## src/rtl/controle_formacao.sv

```systemverilog
// Formation controller for the enemy array: scans enemy positions and alive flags,
// drives the shared movement clock CLOCK_MV and horizontal direction sentidoX.
module controle_formacao #(
    parameter int N_INIMIGOS    = 8,
    parameter int PERIODO_BASE  = 1000000,
    parameter int PASSO_PERIODO = 100000,
    parameter int PERIODO_MIN   = 200000,
    parameter int X_MIN_TELA    = 10,
    parameter int X_MAX_TELA    = 630,
    parameter int LARGURA       = 33,
    parameter int ALTURA        = 24,
    parameter int PASSO_X       = 2,
    parameter int Y_LIMITE      = 400
) (
    input  logic                              CLOCK_50,
    input  logic                              reset,
    input  logic                              pausa,
    input  logic                              reiniciarJogo,
    input  logic [10*N_INIMIGOS-1:0]          x_bus,
    input  logic [10*N_INIMIGOS-1:0]          y_bus,
    input  logic [N_INIMIGOS-1:0]             vivo_bus,
    output logic                              CLOCK_MV,
    output logic                              sentidoX,
    output logic [$clog2(N_INIMIGOS+1)-1:0]   vivos,
    output logic                              todos_mortos,
    output logic                              invasao
);

    localparam int VW = $clog2(N_INIMIGOS + 1);
    localparam int IW = (N_INIMIGOS > 1) ? $clog2(N_INIMIGOS) : 1;

    localparam logic [31:0] P_BASE   = 32'(PERIODO_BASE);
    localparam logic [31:0] P_PASSO  = 32'(PASSO_PERIODO);
    localparam logic [31:0] P_MIN    = 32'(PERIODO_MIN);
    localparam logic [31:0] P_N      = 32'(N_INIMIGOS);
    localparam logic [31:0] L_DIR    = 32'(LARGURA + PASSO_X);
    localparam logic [31:0] L_XMAX   = 32'(X_MAX_TELA);
    localparam logic [31:0] L_XMIN   = 32'(X_MIN_TELA + PASSO_X);
    localparam logic [31:0] L_YLIM   = 32'(Y_LIMITE);
    localparam logic [10:0] L_ALTURA = 11'(ALTURA);

    typedef enum logic {
        VARRE  = 1'b0,
        DECIDE = 1'b1
    } estado_t;

    // Unpacked views of the position buses
    logic [9:0] x_arr [N_INIMIGOS];
    logic [9:0] y_arr [N_INIMIGOS];

    generate
        for (genvar gi = 0; gi < N_INIMIGOS; gi++) begin : g_unpack
            assign x_arr[gi] = x_bus[10*gi +: 10];
            assign y_arr[gi] = y_bus[10*gi +: 10];
        end
    endgenerate

    estado_t        estado_reg, estado_next;
    logic [IW-1:0]  idx_reg;
    logic [9:0]     min_x_reg;
    logic [9:0]     max_x_reg;
    logic [10:0]    max_yb_reg;
    logic [VW-1:0]  cnt_reg;

    logic [VW-1:0]  vivos_reg;
    logic           todos_mortos_reg;
    logic           invasao_reg;
    logic           sentido_reg;
    logic           guarda_reg;
    logic [31:0]    periodo_pend_reg;

    logic [31:0]    contador_reg;
    logic [31:0]    periodo_reg;
    logic           clock_mv_reg;

    logic [9:0]     x_cur;
    logic [10:0]    yb_cur;
    logic           vivo_cur;
    logic           ultimo;
    logic [31:0]    mortos;
    logic [31:0]    reducao;
    logic [31:0]    periodo_calc;
    logic           borda_dir;
    logic           borda_esq;
    logic           mv_next;
    logic           queda;

    assign x_cur    = x_arr[idx_reg];
    assign yb_cur   = {1'b0, y_arr[idx_reg]} + L_ALTURA;
    assign vivo_cur = vivo_bus[idx_reg];
    assign ultimo   = (idx_reg == IW'(N_INIMIGOS - 1));

    always_comb begin
        estado_next = estado_reg;
        case (estado_reg)
            VARRE:   if (ultimo) estado_next = DECIDE;
            DECIDE:  estado_next = VARRE;
            default: estado_next = VARRE;
        endcase
    end

    // Period saturates at PERIODO_MIN; the compare is arranged so nothing underflows
    always_comb begin
        mortos       = P_N - 32'(cnt_reg);
        reducao      = mortos * P_PASSO;
        periodo_calc = (P_BASE < reducao + P_MIN) ? P_MIN : (P_BASE - reducao);
        borda_dir    = (32'(max_x_reg) + L_DIR) > L_XMAX;
        borda_esq    = 32'(min_x_reg) < L_XMIN;
    end

    always_comb begin
        mv_next = 1'b0;
        if (reiniciarJogo || todos_mortos_reg) begin
            mv_next = 1'b0;
        end else if (pausa) begin
            mv_next = clock_mv_reg;
        end else begin
            mv_next = (contador_reg < (periodo_reg >> 1));
        end
    end

    assign queda = clock_mv_reg & ~mv_next;

    // Scan: one enemy per cycle, accumulators only see live enemies
    always_ff @(posedge CLOCK_50 or negedge reset) begin
        if (!reset) begin
            estado_reg <= VARRE;
            idx_reg    <= '0;
            min_x_reg  <= '1;
            max_x_reg  <= '0;
            max_yb_reg <= '0;
            cnt_reg    <= '0;
        end else if (reiniciarJogo) begin
            estado_reg <= VARRE;
            idx_reg    <= '0;
            min_x_reg  <= '1;
            max_x_reg  <= '0;
            max_yb_reg <= '0;
            cnt_reg    <= '0;
        end else begin
            estado_reg <= estado_next;
            if (estado_reg == VARRE) begin
                idx_reg <= ultimo ? '0 : idx_reg + IW'(1);
                if (vivo_cur) begin
                    if (x_cur < min_x_reg)   min_x_reg  <= x_cur;
                    if (x_cur > max_x_reg)   max_x_reg  <= x_cur;
                    if (yb_cur > max_yb_reg) max_yb_reg <= yb_cur;
                    cnt_reg <= cnt_reg + VW'(1);
                end
            end else begin
                idx_reg    <= '0;
                min_x_reg  <= '1;
                max_x_reg  <= '0;
                max_yb_reg <= '0;
                cnt_reg    <= '0;
            end
        end
    end

    // Decision: direction only changes while CLOCK_MV stays high, so a flip
    // requested during the low phase waits for the next high phase.
    always_ff @(posedge CLOCK_50 or negedge reset) begin
        if (!reset) begin
            vivos_reg        <= VW'(N_INIMIGOS);
            todos_mortos_reg <= 1'b0;
            invasao_reg      <= 1'b0;
            sentido_reg      <= 1'b1;
            guarda_reg       <= 1'b0;
            periodo_pend_reg <= P_BASE;
        end else if (reiniciarJogo) begin
            vivos_reg        <= VW'(N_INIMIGOS);
            todos_mortos_reg <= 1'b0;
            invasao_reg      <= 1'b0;
            sentido_reg      <= 1'b1;
            guarda_reg       <= 1'b0;
            periodo_pend_reg <= P_BASE;
        end else begin
            if (queda) guarda_reg <= 1'b0;
            if (estado_reg == DECIDE) begin
                vivos_reg        <= cnt_reg;
                todos_mortos_reg <= (cnt_reg == '0);
                periodo_pend_reg <= periodo_calc;
                if (cnt_reg != '0) begin
                    if (32'(max_yb_reg) >= L_YLIM) invasao_reg <= 1'b1;
                    if (!guarda_reg && clock_mv_reg && !queda) begin
                        if (sentido_reg && borda_dir) begin
                            sentido_reg <= 1'b0;
                            guarda_reg  <= 1'b1;
                        end else if (!sentido_reg && borda_esq) begin
                            sentido_reg <= 1'b1;
                            guarda_reg  <= 1'b1;
                        end
                    end
                end
            end
        end
    end

    // Tick generator: new period is only taken at wrap
    always_ff @(posedge CLOCK_50 or negedge reset) begin
        if (!reset) begin
            contador_reg <= '0;
            periodo_reg  <= P_BASE;
            clock_mv_reg <= 1'b0;
        end else if (reiniciarJogo) begin
            contador_reg <= '0;
            periodo_reg  <= P_BASE;
            clock_mv_reg <= 1'b0;
        end else if (todos_mortos_reg) begin
            contador_reg <= '0;
            clock_mv_reg <= 1'b0;
        end else if (!pausa) begin
            clock_mv_reg <= mv_next;
            if (contador_reg >= periodo_reg - 32'd1) begin
                contador_reg <= '0;
                periodo_reg  <= periodo_pend_reg;
            end else begin
                contador_reg <= contador_reg + 32'd1;
            end
        end
    end

    assign CLOCK_MV     = clock_mv_reg;
    assign sentidoX     = sentido_reg;
    assign vivos        = vivos_reg;
    assign todos_mortos = todos_mortos_reg;
    assign invasao      = invasao_reg;

endmodule

```

## config.mk

```make
export PLATFORM = sky130hd
export DESIGN_NAME = controle_formacao
export DESIGN_NICKNAME = d
export VERILOG_FILES = /design/src/rtl/controle_formacao.sv
export SDC_FILE = /design/constraint.sdc
export NUM_CORES = 1
export LEC_CHECK = 0
export CAP_MARGIN = 20
export CORE_MARGIN = 5
export CORE_UTILIZATION = 47
export CTS_CLUSTER_SIZE = 20
export DETAILED_ROUTE_END_ITERATION = 10
export GPL_ROUTABILITY_DRIVEN = 0
export PLACE_DENSITY = 0.71
export REMOVE_ABC_BUFFERS = 1
export SETUP_SLACK_MARGIN = 0.4
export SLEW_MARGIN = 20
export SYNTH_ARGS = -nofsm -noshare
export SYNTH_HDL_FRONTEND = slang
export SYNTH_SLANG_ARGS = --single-unit
```

## constraint.sdc

```tcl
create_clock -name CLOCK_50 -period 10.06 [get_ports CLOCK_50]
set_input_delay 1.509 -clock CLOCK_50 [delete_from_list [all_inputs] [get_ports CLOCK_50]]
set_output_delay 1.509 -clock CLOCK_50 [all_outputs]
set_load 0.03 [all_outputs]
```

== Word level (Yosys, flattened, before mapping) ==
Cells that the tools add are included.
Storage, ports and cells
  memory bits (writable): 0
  latch bits: 0
  memories: 0
  register bits after elaboration: 144
  output and inout port bits: 8
  bits in read-only memories: 0
  input bits: 172
Cells by class
  bitwise gates (word level): 4
  div/mod/pow operators: 0
  multiplexer cells: 66
  $add $sub $neg: 9
  multiply operators: 1
  reduce and logical (&&, ||, !) cells: 26
  shifts and indexed selects: 0
  $lt $le $gt $ge: 11
  equal/unequal tests: 4
Operators with widths (count)
  two-way mux 32 bit: 11
  two-way mux 10 bit: 12
  binary-select mux 10 bit (select 3 bit): 2
  two-way mux 11 bit: 4
  adder 32 x 1 -> 32 bit, second input constant: 1
  adder 32 x 18 -> 32 bit, second input constant: 1
  greater-or-equal comparator 32 bit: 1
  less-than comparator 20 x 32 -> 1 bit, first input constant: 1
  less-than comparator 32 x 31 -> 1 bit: 1
  multiplier 32 x 12 -> 27 bit, second input constant: 1
  subtractor 20 x 32 -> 32 bit, first input constant: 1
  subtractor 32 x 1 -> 32 bit, second input constant: 1
  two-way mux 1 bit: 27
  two-way mux 4 bit: 5
  nonzero test 3 bit: 5
  adder 10 x 5 -> 11 bit, second input constant: 1
  adder 10 x 6 -> 11 bit, second input constant: 1
  greater-or-equal comparator 11 x 9 -> 1 bit, second input constant: 1
  greater-than comparator 11 x 10 -> 1 bit, second input constant: 1
  greater-than comparator 11 bit: 1
  greater-than comparator 10 bit: 1
  less-than comparator 10 bit: 1
  less-than comparator 10 x 4 -> 1 bit, second input constant: 1
  nonzero test 2 bit: 5
  23 further kinds: 34

== Logic depth before layout (Yosys ltp) ==
  depth in word-level cells: 12
  mapped depth: 25
  gate-level depth less buffers: 22

== Least setup slack after synthesis ==
OpenSTA, ideal clock, no wires.
  kind: reg2reg
  start: register cnt_reg[0]
  end: register periodo_pend_reg[10]
  path slack: 4307 ps
  arrival: 5616 ps
  path buffers: 3
  library setup time: 137 ps
  cell stages (with the launch flop): 26
  cells stage by stage: dfrtp_1 clkbuf_1 inv_1 ha_1 nand2b_1 and2_1 buf_2 ha_1 ha_1 ha_1 inv_1 fa_1 inv_1 ha_1 inv_1 fa_1 nand2b_2 a2111oi_4 nor2_2 xnor2_2 o21ai_2 o2111a_1 or3_4 a21oi_4 buf_6 a311oi_1
On the way
  cells in the longest elaborated chain, start to end: 7
  elaborated cells on any way between the ends: 8
RTL lines
  start: declaration: line 63  | logic [VW-1:0] cnt_reg;
  start signal: assignment: line 148  | cnt_reg <= cnt_reg + VW'(1);
  subtractor 4 x 4 -> 5 bit *: line 104  | mortos = P_N - 32'(cnt_reg);
  multiplier 32 x 12 -> 27 bit *: line 105  | reducao = mortos * P_PASSO;
  adder 32 x 18 -> 32 bit: line 106  | periodo_calc = (P_BASE < reducao + P_MIN) ? P_MIN : (P_BASE - reducao);
  less-than comparator 20 x 32 -> 1 bit: line 106
  two-way mux 32 bit *: line 106
  two-way mux 32 bit *: line 179  | if (estado_reg == DECIDE) begin
  two-way mux 32 bit *: line 170  | end else if (reiniciarJogo) begin
  end signal: assignment: line 182  | periodo_pend_reg <= periodo_calc;
  end: declaration: line 70  | logic [31:0] periodo_pend_reg;
Mark *: on every way between the ends. The rest lies on a longest branch, timed or not. The select of a mux whose other input is x is not followed.
A chain may end at the register's enable or synchronous reset.

== Worst setup path after layout ==
Same ends and word-level chain as after synthesis.

==> summary.txt <==
Run status
  – Outcome: completed

Worst setup path
  – Worst r2r path cells: 21
  – Data required, critical path: 10340 ps
  – Startpoint Class: flip-flop
  – WS Path Type: reg2reg
  – CP max stage delay: 730 ps
  – Crit-path slowest cell: and2_1
  – CP Capture Type: flip-flop
  – Cell Chain, Critical Path: inv_1 > ha_1 > nand2b_1 > and2_1 > ha_1 > ha_1 > ha_1 > inv_1 > fa_1 > inv_1 > ha_1 > inv_1 > fa_1 > nand2b_2 > a2111oi_4 > o21ai_1 > a311oi_2 > o311ai_2 > or3_4 > a21oi_4 > a311oi_1
  – CP dominant cell by count: ha_1
  – Reg2reg start: cnt_reg[0]
  – Critical Path AT: 6840 ps
  – Reg2Reg Setup Slack: 3500 ps
  – CP max FO: 21
  – Reg2reg end: periodo_pend_reg[10]

Die
  – Die Y: 168 µm
  – Row cnt: 57
  – Die X: 168 µm
  – Die area: 28100 µm²
  – Core ar.: 24400 µm²
  – Io pins: 180
  – Starting Density: 47.8%

Place
  – Port bufs: 179
  – Pre-CTS setup slack: 3510 ps
  – Placed wire-length estimate: 23500 µm

Layout
  – Area of the multi-input gates: 7690 µm²
  – Seq. cell area: 3390 µm²
  – Max FFs per register: 32
  – Share of cells above drive strength 1: 10.6%
  – Inserted Diodes: 0
  – Fill count: 2126
  – Final core area utilization: 58.7%
  – Fin nets: 1714
  – Area Overhead vs Synth: 22.7%

Logic synthesis
  – #FFs+latches synth: 134
  – Synth top area share: 23.2%
  – Leading area contributor after synthesis: dfrtp_1
  – Post-Syn Area: 11700 µm²
  – Syn Area/Cell: 9.45 µm²
  – Synth Warn #: 0
  – Top_reg_cell synth: dfrtp_1
  – Ys async rst share: 100%
  – Synth top area cells: dfrtp_1 (23%), ha_1 (15%), mux4_2 (8.1%), dfstp_2 (5.9%), xnor2_1 (4.1%)
  – Sequential element share of the synthesized area: 29.0%
  – Post-synth cell types: 77
  – Synth Instances: 1235
  – EDFF count, synth: 0

Detailed routing
  – Routed Antenna Nets: 0
  – DRC Markers: 0
  – DR pass1 iterations: 5
  – Final wirelength: 30300 µm
  – Via-to-Cell Ratio: 5.67
  – Routed wire per std cell: 17.5 µm
  – DR vias: 9819
  – Iter 0 DRT Violations: 702

Timing
  – RSZ-0062 raised after global routing: no
  – Slew @ Worst Pin: 1050 ps
  – Period utilisation layout: 65.2%
  – Slew margin rel.: 30.0%
  – Hold Vio Cnt, Final: 0
  – Max Freq: 152 MHz
  – Minimum clock period after layout: 6560 ps
  – Hold slack: 488 ps
  – Worst setup margin: 3500 ps
  – Setup TNS Final: 0 ps
  – Max Slew Vio Count: 0
  – Final setup violation count: 0
  – Clock Skews: 10.5 ps

Clock tree
  – Longest Clk Path Bufs: 2
  – # Post-CTS Setup Buffers: 0
  – Clk_lat worst skew: 430 ps
  – CTS tree: done
  – H-tree depth: 4
  – # hold bufs at CTS: 0
  – Clock Pin Slew Worst Setup and Hold Paths: 70 ps
  – Clock Sinks: 134
  – Post_cts resized: 0
  – Number of CTS-inserted buffers: 17
  – Root Driver: clkbuf_16

Power
  – PwrDens: 184 nW/µm²
  – Max VDD drop: 0.125 mV
  – Pwr Total: 2.64 mW
  – Leak: 6.19 nW

Worst hold path
  – Hold_sp: periodo_pend_reg[26]
  – WHS Path Cells: 1
  – Worst Hold End: periodo_pend_reg[26]
  – Worst min-delay path class: reg2reg

GRT
  – Congestion Overflow GR: 0
  – Largest net degree at the start of global routing: 77
  – Vias in the first global route: 10200
  – First-pass GRT wire length: 49300 µm
  – GRT Overall Usage: 21.3%
  – Initial antenna violation count: 0

Run
  – MaxCap Viol Count: 0
[per-layer routing]
layer,vias up,wire (µm),track usage [%],share of wire (%)
met2,272,15300,38.0,51
met3,62,1550,4.31,5.1
met1,4675,12500,25.6,41
met5,-,0,0,0
li1,4810,-,-,-
met4,0,835,7.45,2.8
[cells in the final DEF (no fill, tap or decap), types with 12 or more instances in the layout]
cell type and n:
clkdlybuf4s50_1 178, inv_1 106, clkbuf_16 17, a21o_1 36, a21oi_1 67, o211ai_1 22
and3_1 15, a211oi_1 17, dfrtp_1 106, nor3_1 25, xor2_1 14, nor4_1 15
and2_1 24, ha_1 138, nor2_1 104, mux2i_1 43, dfstp_2 26, nand2b_1 12
a31oi_1 14, or3_1 14, o21ai_0 47, nand2_1 74, mux4_2 42, nand3_1 33
xnor2_1 55, mux2_2 12, nand4_1 20
[per-stage QoR]
| stage | std cells | area, µm² |
|---|---|---|
| global placement | 1700 | 13700 |
| global route | 1733 | 14300 |
| floorplan | 1189 | 11500 |
| CTS | 1732 | 14300 |
| detailed placement | 1700 | 13700 |
| finish | 1733 | 14300 |
[how the worst max path moves through the flow]
stage,startpoint,to
finish,cnt_reg[0],periodo_pend_reg[10]
global placement,cnt_reg[0],periodo_pend_reg[11]
CTS,cnt_reg[0],periodo_pend_reg[10]
floorplan,cnt_reg[0],periodo_pend_reg[10]
detailed placement,cnt_reg[0],periodo_pend_reg[10]
global route,cnt_reg[0],periodo_pend_reg[6]
[worst max-delay path: cells and delay by family, from the launching register on]
| kind | cells | cell delay, ps |
|---|---|---|
| AOI/OAI and AO/OA | 6 | 1640 |
| adders and majority gates | 7 | 2300 |
| buffers and inverters | 4 | 350 |
| DFF | 1 | 650 |
| and+or+nand+nor | 4 | 1470 |
[logic make-up (layout without fill, tap and decap cells)]
kind of cell,Yosys count,in the layout,share of synthesized area (%)
mux,97,97,13.0
buf+inv,152,326,5.15
xor+xnor,70,70,5.32
flops,134,134,29.0
compound gates,267,267,15.7
simple gates,369,369,15.7
fa+ha+maj,146,146,16.2
[Yosys cell counts (3+ instances only)]
master and n:
nand4_1 20, nor3_1 25, buf_2 15, a31oi_1 14, mux2_2 12, a311oi_1 4, nand3_1 33, nand2b_1 12
a211oi_1 17, clkbuf_1 28, inv_1 106, nand2_1 75, or3_1 14, mux4_2 42, o211ai_1 22, a21boi_0 3
a21oi_1 67, fa_1 8, a41oi_1 4, or2_2 5, o21a_1 7, xnor2_1 55, a211o_1 4, nor2_1 105
nor4_1 15, and3_1 15, ha_1 138, dfstp_2 26, nor3b_1 5, dfrtp_1 108, xor2_1 14, o21ba_2 3
and2_1 24, a32o_1 5, mux2i_1 43, a21o_1 36, a31o_1 4, o21ai_0 47, nor2b_1 10
[power breakdown]
group          leakage [nW]  switching, mW  total [mW]  internal (mW)
sequential             1.76         0.0423       0.636          0.593
clock                 0.261          0.271       0.596          0.325
combinational          4.18          0.806        1.41          0.601
[cell type report]
class	count	share of cell area, %
tap	324	2.83
clock buffer	17	2.97
sequential	134	23.7
inverter	106	2.78
multi-input combinational	949	53.7
clock inverter	15	0.961
timing repair buffer	188	13.1
(Power assumes the default switching activity.)
